`config.mk`:
```
export PLATFORM = sky130hd
export DESIGN_NAME = alu_cmd_seq
export DESIGN_NICKNAME = d
export VERILOG_FILES = /design/src/rtl/alu_cmd_seq.sv
export SDC_FILE = /design/constraint.sdc
export NUM_CORES = 1
export LEC_CHECK = 0
export BUFFER_PORTS_ARGS = -buffer_cell sky130_fd_sc_hd__buf_2
export CORE_MARGIN = 4
export CORE_UTILIZATION = 40
export CTS_CLUSTER_SIZE = 8
export DETAILED_ROUTE_END_ITERATION = 10
export PLACE_DENSITY_LB_ADDON = 0.12
export SLEW_MARGIN = 20
export SYNTH_ARGS = -nofsm -noshare
export SYNTH_HDL_FRONTEND = slang
export SYNTH_SLANG_ARGS = --single-unit
```
`constraint.sdc`:
```
create_clock -name clk -period 2.5 [get_ports clk]
set_clock_uncertainty 0.05 [all_clocks]
set_input_delay 0.125 -clock clk [delete_from_list [all_inputs] [get_ports clk]]
set_output_delay 0.125 -clock clk [all_outputs]
set_load 0.1 [all_outputs]
```
`src/rtl/alu_cmd_seq.sv`:
```
// Command sequencer feeding a 4-bit combinational ALU: command FIFO, registered result slot, accumulator.
// Optional ALU_CMD_STATS_EN adds saturating capture/carry counters (stat_ops, stat_carries).
module alu_cmd_seq #(
  parameter int unsigned DEPTH = 4,
  parameter int unsigned W     = 4
) (
  input  logic         clk,
  input  logic         rst,
  input  logic         cmd_valid,
  output logic         cmd_ready,
  input  logic [2:0]   cmd_opcode,
  input  logic [W-1:0] cmd_a,
  input  logic [W-1:0] cmd_b,
  input  logic         cmd_use_acc,
  output logic [W-1:0] alu_a,
  output logic [W-1:0] alu_b,
  output logic [2:0]   alu_opcode,
  input  logic [W-1:0] alu_result,
  input  logic         alu_carry,
  input  logic         alu_zero,
  output logic         res_valid,
  input  logic         res_ready,
  output logic [W-1:0] res_data,
  output logic         res_carry,
  output logic         res_zero,
  output logic [W-1:0] acc,
  output logic         busy
`ifdef ALU_CMD_STATS_EN
  ,
  output logic [15:0]  stat_ops,
  output logic [15:0]  stat_carries
`endif
);

  localparam int unsigned AW = $clog2(DEPTH);
  localparam logic [AW:0] FULL_CNT = (AW+1)'(DEPTH);

  typedef enum logic [1:0] {IDLE, RUN, STALL} state_t;

  state_t        state_q, state_d;
  logic [2:0]    op_q  [DEPTH];
  logic [2:0]    op_d  [DEPTH];
  logic [W-1:0]  a_q   [DEPTH];
  logic [W-1:0]  a_d   [DEPTH];
  logic [W-1:0]  b_q   [DEPTH];
  logic [W-1:0]  b_d   [DEPTH];
  logic          ua_q  [DEPTH];
  logic          ua_d  [DEPTH];
  logic [AW-1:0] wr_ptr_q, wr_ptr_d;
  logic [AW-1:0] rd_ptr_q, rd_ptr_d;
  logic [AW:0]   count_q, count_d;
  logic [W-1:0]  acc_q, acc_d;
  logic          res_valid_q, res_valid_d;
  logic [W-1:0]  res_data_q, res_data_d;
  logic          res_carry_q, res_carry_d;
  logic          res_zero_q, res_zero_d;
  logic          push, capture, head_valid;

  assign head_valid = (count_q != '0);
  assign cmd_ready  = (count_q != FULL_CNT);
  assign push       = cmd_valid && cmd_ready;

  always_comb begin
    alu_opcode = '0;
    alu_a      = '0;
    alu_b      = '0;
    if (head_valid) begin
      alu_opcode = op_q[rd_ptr_q];
      alu_b      = b_q[rd_ptr_q];
      alu_a      = ua_q[rd_ptr_q] ? acc_q : a_q[rd_ptr_q];
    end
  end

  // RUN always has a free slot; STALL holds an undrained result and captures only
  // on the edge it drains, so throughput stays at one result per cycle.
  always_comb begin
    capture = 1'b0;
    case (state_q)
      RUN:     capture = 1'b1;
      STALL:   capture = res_ready;
      default: capture = 1'b0;
    endcase
  end

  always_comb begin
    op_d        = op_q;
    a_d         = a_q;
    b_d         = b_q;
    ua_d        = ua_q;
    wr_ptr_d    = wr_ptr_q;
    rd_ptr_d    = rd_ptr_q;
    acc_d       = acc_q;
    res_valid_d = res_valid_q;
    res_data_d  = res_data_q;
    res_carry_d = res_carry_q;
    res_zero_d  = res_zero_q;
    if (push) begin
      op_d[wr_ptr_q] = cmd_opcode;
      a_d[wr_ptr_q]  = cmd_a;
      b_d[wr_ptr_q]  = cmd_b;
      ua_d[wr_ptr_q] = cmd_use_acc;
      wr_ptr_d       = wr_ptr_q + 1'b1;
    end
    if (res_ready)
      res_valid_d = 1'b0;
    if (capture) begin
      res_valid_d = 1'b1;
      res_data_d  = alu_result;
      res_carry_d = alu_carry;
      res_zero_d  = alu_zero;
      acc_d       = alu_result;
      rd_ptr_d    = rd_ptr_q + 1'b1;
    end
    count_d = count_q + (AW+1)'(push) - (AW+1)'(capture);
    if (count_d == '0)
      state_d = IDLE;
    else if (res_valid_d)
      state_d = STALL;
    else
      state_d = RUN;
  end

  always_ff @(posedge clk or posedge rst) begin
    if (rst) begin
      state_q     <= IDLE;
      wr_ptr_q    <= '0;
      rd_ptr_q    <= '0;
      count_q     <= '0;
      acc_q       <= '0;
      res_valid_q <= 1'b0;
      res_data_q  <= '0;
      res_carry_q <= 1'b0;
      res_zero_q  <= 1'b0;
      for (int unsigned i = 0; i < DEPTH; i++) begin
        op_q[i] <= '0;
        a_q[i]  <= '0;
        b_q[i]  <= '0;
        ua_q[i] <= 1'b0;
      end
    end else begin
      state_q     <= state_d;
      wr_ptr_q    <= wr_ptr_d;
      rd_ptr_q    <= rd_ptr_d;
      count_q     <= count_d;
      acc_q       <= acc_d;
      res_valid_q <= res_valid_d;
      res_data_q  <= res_data_d;
      res_carry_q <= res_carry_d;
      res_zero_q  <= res_zero_d;
      op_q        <= op_d;
      a_q         <= a_d;
      b_q         <= b_d;
      ua_q        <= ua_d;
    end
  end

  assign res_valid = res_valid_q;
  assign res_data  = res_data_q;
  assign res_carry = res_carry_q;
  assign res_zero  = res_zero_q;
  assign acc       = acc_q;
  assign busy      = head_valid || res_valid_q;

`ifdef ALU_CMD_STATS_EN
  logic [15:0] stat_ops_q, stat_ops_d;
  logic [15:0] stat_carries_q, stat_carries_d;

  always_comb begin
    stat_ops_d     = stat_ops_q;
    stat_carries_d = stat_carries_q;
    if (capture && (stat_ops_q != '1))
      stat_ops_d = stat_ops_q + 16'd1;
    if (capture && alu_carry && (stat_carries_q != '1))
      stat_carries_d = stat_carries_q + 16'd1;
  end

  always_ff @(posedge clk or posedge rst) begin
    if (rst) begin
      stat_ops_q     <= '0;
      stat_carries_q <= '0;
    end else begin
      stat_ops_q     <= stat_ops_d;
      stat_carries_q <= stat_carries_d;
    end
  end

  assign stat_ops     = stat_ops_q;
  assign stat_carries = stat_carries_q;
`endif

endmodule
```
==> impl_metrics.yaml, run 1 <==
status:
  status: "finished, final reports clean"
logic_synthesis:
  synth.distinct_cells: 27
  synthesis.area_um2: 3220
  synth_warnings: 0
  syn_area_per_cell_um2: 16.4
  synth_top_area_cell: "dfrtp_1"
  ys_ff_latch: 64
  netlist_instances: 196
  synthTopCellsByArea: "dfrtp_1 (50%), mux2_4 (19%), mux4_2 (8.4%)"
  synth_top_area_share_pct: 49.7
  syn-num-nets: 227
  synth-seq-area-share_pct: 49.7
finish:
  antennaDiodeCount: 0
  final_common_cell: "dfrtp_1"
  drive_gt1_share_pct: 56.5
  area_growth_syn_to_layout_pct: 20.5
  layout_common_cells: "dfrtp_1 (64), buf_2 (41), mux2_4 (40)"
  nets: 288
  finish.utilization_pct: 50.0
setup_path:
  cp_top_family: "adder cells"
  cp_cell_sequence: "or3b_4 -> nand2_2 -> ha_1 -> inv_1 -> ha_1 -> fa_1 -> xnor3_1 -> o31a_1"
  critPathSlowestCell: "dfrtp_1"
  ff2ff_path_depth: 8
  cp_max_fo: 4
  r2r-end: "state_q[1]"
  r2r_start: "count_q[1]"
  critPathLaunchType: "flop"
  endpoint_kind: "flop"
  crit_required_ns: 2.67
  critical_path_buf_inv_count: 1
  worst_path_most_repeated_cell: "ha_1"
  critPathMaxStageDelay_ns: 0.44
  critPathArrivalTime_ns: 2.50
  reg2reg_slack_ns: 0.17
  worstSetupPathType: "flop to flop"
route:
  post_drt_wl_per_cell_um: 17.1
  wirelength_mm: 6.23
  vias: 1755
  remaining_drc_errors: 0
  drtIter0Drc: 20
  firstDrtPassIters: 4
  vias_per_cell: 4.82
  postRouteAntennaNets: 0
timing:
  rsz0062_at_grt: "no"
  period_minus_slack_ns: 2.33
  period_share_pct: 93.3
  setup_viol: 0
  max_freq_mhz: 429
  finalHoldViolations: 0
  worstMarginPinSlew_ns: 0.678
  drv_slew: 0
  fin_ws_ns: 0.168
  slew_headroom_pct: 54.7
  tns_ns: 0
floorplan:
  ios: 46
  coreArea_um2: 7770
  rows: 32
  floorplan.die_area_um2: 9560
  die_y_um: 97.8
  start_util_pct: 41.5
  die_w_um: 97.8
min_path:
  hold_end: "b_q[10]"
  min_path_cells: 2
  min_path_type: "input pin to flop"
  hold_path.startpoint: "cmd_b[2]"
grt:
  grt_max_degree: 35
  antenna_found_initial: 0
  grt_use_total_pct: 14.4
  grt_pass1_wl_mm: 10.3
  grt_pass1_vias: 1890
  grt-ovfl-total: 0
clock_tree:
  clock_latency_ns: 0.34
  root_buffer: "clkbuf_8"
  h-tree-depth: 3
  cts_tree: "yes"
  path_clk_slew_ns: 0.07
  cts_buffer_depth: 2
  clkSinkCount: 64
  cts_buffers: 9
placement:
  dp_slack_ns: 0.0792
  place.gp.congestion: 0.714
  place_hpwl_mm: 4.06
  port_buffers: 45
run:
  cap_violations: 0
layer usage:
metal | part of all wire, % | wire [um] | GRT usage [%] | vias to the layer above
met5 | 0 | 0 | 0 | -
met1 | 49 | 3050 | 19.1 | 883
met2 | 45 | 2830 | 22.4 | 44
met3 | 4.5 | 278 | 4.57 | 6
li1 | - | - | - | 822
met4 | 1.2 | 76 | 5.11 | 0
state kept, by name (all words and copies together), names as in the netlist:
name / count
b_q: 16
op_q: 12
res_zero: 1
ua_q: 4
wr_ptr_q: 2
a_q: 16
rd_ptr_q: 2
res_carry: 1
res_valid: 1
state_q: 2
res_data: 4
count_q: 3
cell usage after synthesis:
| cell | number |
|---|---|
| nor2_2 | 1 |
| mux2_2 | 15 |
| xor2_1 | 2 |
| ha_1 | 8 |
| mux4_2 | 12 |
| nor2_1 | 5 |
| nor3b_1 | 1 |
| buf_4 | 4 |
| nor2b_1 | 7 |
| mux2i_1 | 4 |
| clkbuf_1 | 1 |
| fa_1 | 1 |
| buf_2 | 2 |
| nand2_1 | 2 |
| or3b_1 | 1 |
| a21oi_1 | 1 |
| xnor3_1 | 1 |
| buf_6 | 2 |
| dfrtp_1 | 64 |
| nor3_1 | 2 |
| buf_12 | 4 |
| xnor2_1 | 1 |
| nand3_4 | 4 |
| o31a_1 | 1 |
| inv_1 | 9 |
| o22ai_1 | 1 |
| mux2_4 | 40 |
area by class of cell:
type                            instances  area [um2]
Inverter                                9        33.8
Clock inverter                          3        40.0
Sequential cell                        64        1600
Tap cell                              102         128
Timing Repair Buffer                   63         458
Multi-Input combinational cell        110        1470
Clock buffer                           13         159
Fill cell                             681        3880
per-stage QoR:
stage | hold WS [ns] | instances | cell area [um2]
final | 0.0131 | 364 | 3880
after global routing | 0.00693 | 364 | 3880
after CTS | 0.00134 | 361 | 3850
after detailed placement | 0.227 | 337 | 3570
after global placement | 0.225 | 337 | 3570
after floorplan | 0.213 | 196 | 3250
cells by family (layout without fill, tap and decap cells):
logic type / after synthesis / in the layout / share of synthesized area [%]
xor gates and xnor gates: 4 / 4 / 1.51
adders and majority gates: 9 / 9 / 3.73
buffers and inverters: 22 / 88 / 5.59
AOI/OAI and AO/OA: 3 / 3 / 0.621
muxes: 71 / 71 / 33.5
DFF: 64 / 64 / 49.7
and+or+nand+nor: 23 / 23 / 5.36
how the worst max path moves through the flow:
stage                           start    endpoint  slack (ns)  cells after the start
after detailed placement   state_q[0]  state_q[1]        0.08                     10
after CTS                  state_q[0]  state_q[1]        0.07                     10
after global placement     state_q[0]  state_q[1]        0.16                     10
after global routing       state_q[0]  state_q[1]        0.02                     10
final                      count_q[1]  state_q[1]        0.17                      8
after floorplan           rd_ptr_q[0]    alu_b[0]       0.003                      4
repair_timing:
item,4_1_cts,5_1_grt
hold buffers,8,2
hold endpoints to repair,37,3
setup endpoints to repair,0,2
resized for setup,0,1
setup buffers,0,1
Power of run 1 is not shown: default switching activity piles up to over one toggle a cycle in this logic, so the estimate is an artifact.
==> inputs of run 2 (changes only) <==
--- a/config.mk
+++ b/config.mk
@@ -6,7 +6,7 @@
 export NUM_CORES = 1
 export LEC_CHECK = 0
 export BUFFER_PORTS_ARGS = -buffer_cell sky130_fd_sc_hd__buf_2
-export CORE_MARGIN = 4
+export CORE_MARGIN = 5
 export CORE_UTILIZATION = 40
 export CTS_CLUSTER_SIZE = 8
 export DETAILED_ROUTE_END_ITERATION = 10
==> impl_metrics.yaml, run 2 (synthesis results as in run 1) <==
timing:
  rsz0062_at_grt: "no"
  slew_headroom_pct: 44.6
  max_freq_mhz: 427
  setup_viol: 0
  drv_slew: 0
  finalHoldViolations: 0
  period_share_pct: 93.7
  worstMarginPinSlew_ns: 0.831
  period_minus_slack_ns: 2.34
  tns_ns: 0
  hold_slack_ns: 0.0135
floorplan:
  die_w_um: 99.8
  rows: 32
  coreArea_um2: 7810
  ios: 46
  start_util_pct: 41.3
  floorplan.die_area_um2: 9950
  die_y_um: 99.8
route:
  drtIter0Drc: 45
  remaining_drc_errors: 0
  firstDrtPassIters: 4
  post_drt_wl_per_cell_um: 17.4
  vias: 1765
  vias_per_cell: 4.86
  postRouteAntennaNets: 0
  wirelength_mm: 6.31
grt:
  grt_use_total_pct: 14.0
  grt-ovfl-total: 0
  grt_max_degree: 65
  grt_pass1_vias: 1992
  grt_pass1_wl_mm: 10.6
  antenna_found_initial: 0
clock_tree:
  cts_buffers: 9
  cts_buffer_depth: 2
  root_buffer: "clkbuf_8"
  path_clk_slew_ns: 0.07
  clkSinkCount: 64
  cts_tree: "yes"
  h-tree-depth: 3
  clock_latency_ns: 0.34
setup_path:
  critPathLaunchType: "flop"
  crit_required_ns: 2.68
  worstSetupPathType: "flop to flop"
  worst-path-stages: 10
  cp_max_fo: 3
  cp-startpoint: "state_q[0]"
  critPathMaxStageDelay_ns: 0.36
  worst_path_most_repeated_cell: "ha_1"
  critical_path_buf_inv_count: 2
  critPathSlowestCell: "fa_1"
  r2r-end: "state_q[1]"
  reg2reg_slack_ns: 0.16
  cp_top_family: "adder cells"
  critPathArrivalTime_ns: 2.52
  endpoint_kind: "flop"
  cp_cell_sequence: "inv_1 -> ha_1 -> a21oi_2 -> nor2_2 -> ha_1 -> inv_1 -> ha_1 -> fa_1 -> xnor3_1 -> o31a_1"
  ff2ff_path_depth: 10
  r2r_start: "state_q[0]"
  crit_path_end: "state_q[1]"
placement:
  place.gp.congestion: 0.735
  port_buffers: 45
  placed_area_um2: 3570
  place_hpwl_mm: 4.15
finish:
  area_growth_syn_to_layout_pct: 20.1
  nFillCells: 704
  drive_gt1_share_pct: 57.5
  top_regs: "a_q: 16 flops, b_q: 16 flops, op_q: 12 flops"
  nets: 287
  antennaDiodeCount: 0
  final_common_cell: "dfrtp_1"
  layout_common_cells: "dfrtp_1 (64), buf_2 (41), mux2_4 (40)"
  design_area_um2: 3870
min_path:
  hold_path.startpoint: "cmd_b[2]"
  min_path_cells: 2
  min_path_type: "input pin to flop"
status:
  status: "finished, final reports clean"
run:
  cap_violations: 0
run 2: cell count changes in the layout (fill, tap and decap cells not counted):
cell	change
clkinvlp_4	+2
buf_4	+1
clkbuf_1	-2
dlygate4sd3_1	-1
buf_12	-1
run 2: repair_timing:
| action | CTS | global route |
|---|---|---|
| buffers inserted | 0 | 0 |
| endpoints found under the hold margin | 17 | 1 |
| gates resized for setup | 0 | 1 |
| endpoints found under the setup margin | 0 | 2 |
| hold buffers | 8 | 1 |
run 2: metrics by stage:
step	cells	util, %	setup slack, ns
global route	363	49.6	0.0417
detailed placement	338	45.7	0.101
CTS	362	49.4	0.0924
finish	363	49.6	0.158
global placement	338	45.7	0.153
floorplan	196	-	0.00297
run 2: worst min path at each step:
stage | endpoint | slack [ns]
floorplan | res_valid | 0.21
global placement | res_zero | 0.31
detailed placement | res_zero | 0.31
CTS | a_q[10] | 0.0006
global route | op_q[1] | 0.006
finish | b_q[6] | 0.01
run 2: per-layer routing:
layer  wire length [um]  up-vias  track usage, %
li1                   -      817               -
met1               3050      905            19.7
met2               2940       37            20.5
met3                271        6            3.09
met4                 59        0            6.83
met5                  0        -               0
run 2: area by class of cell:
type                            instances  area [um2]  area share (%)
Clock buffer                           11         151            3.91
Tap cell                              102         128            3.30
Clock inverter                          5        55.1            1.42
Sequential cell                        64        1600            41.4
Multi-Input combinational cell        110        1470            37.9
Inverter                                9        33.8           0.873
Timing Repair Buffer                   62         435            11.3
Power of run 2 is left out for the same reason.
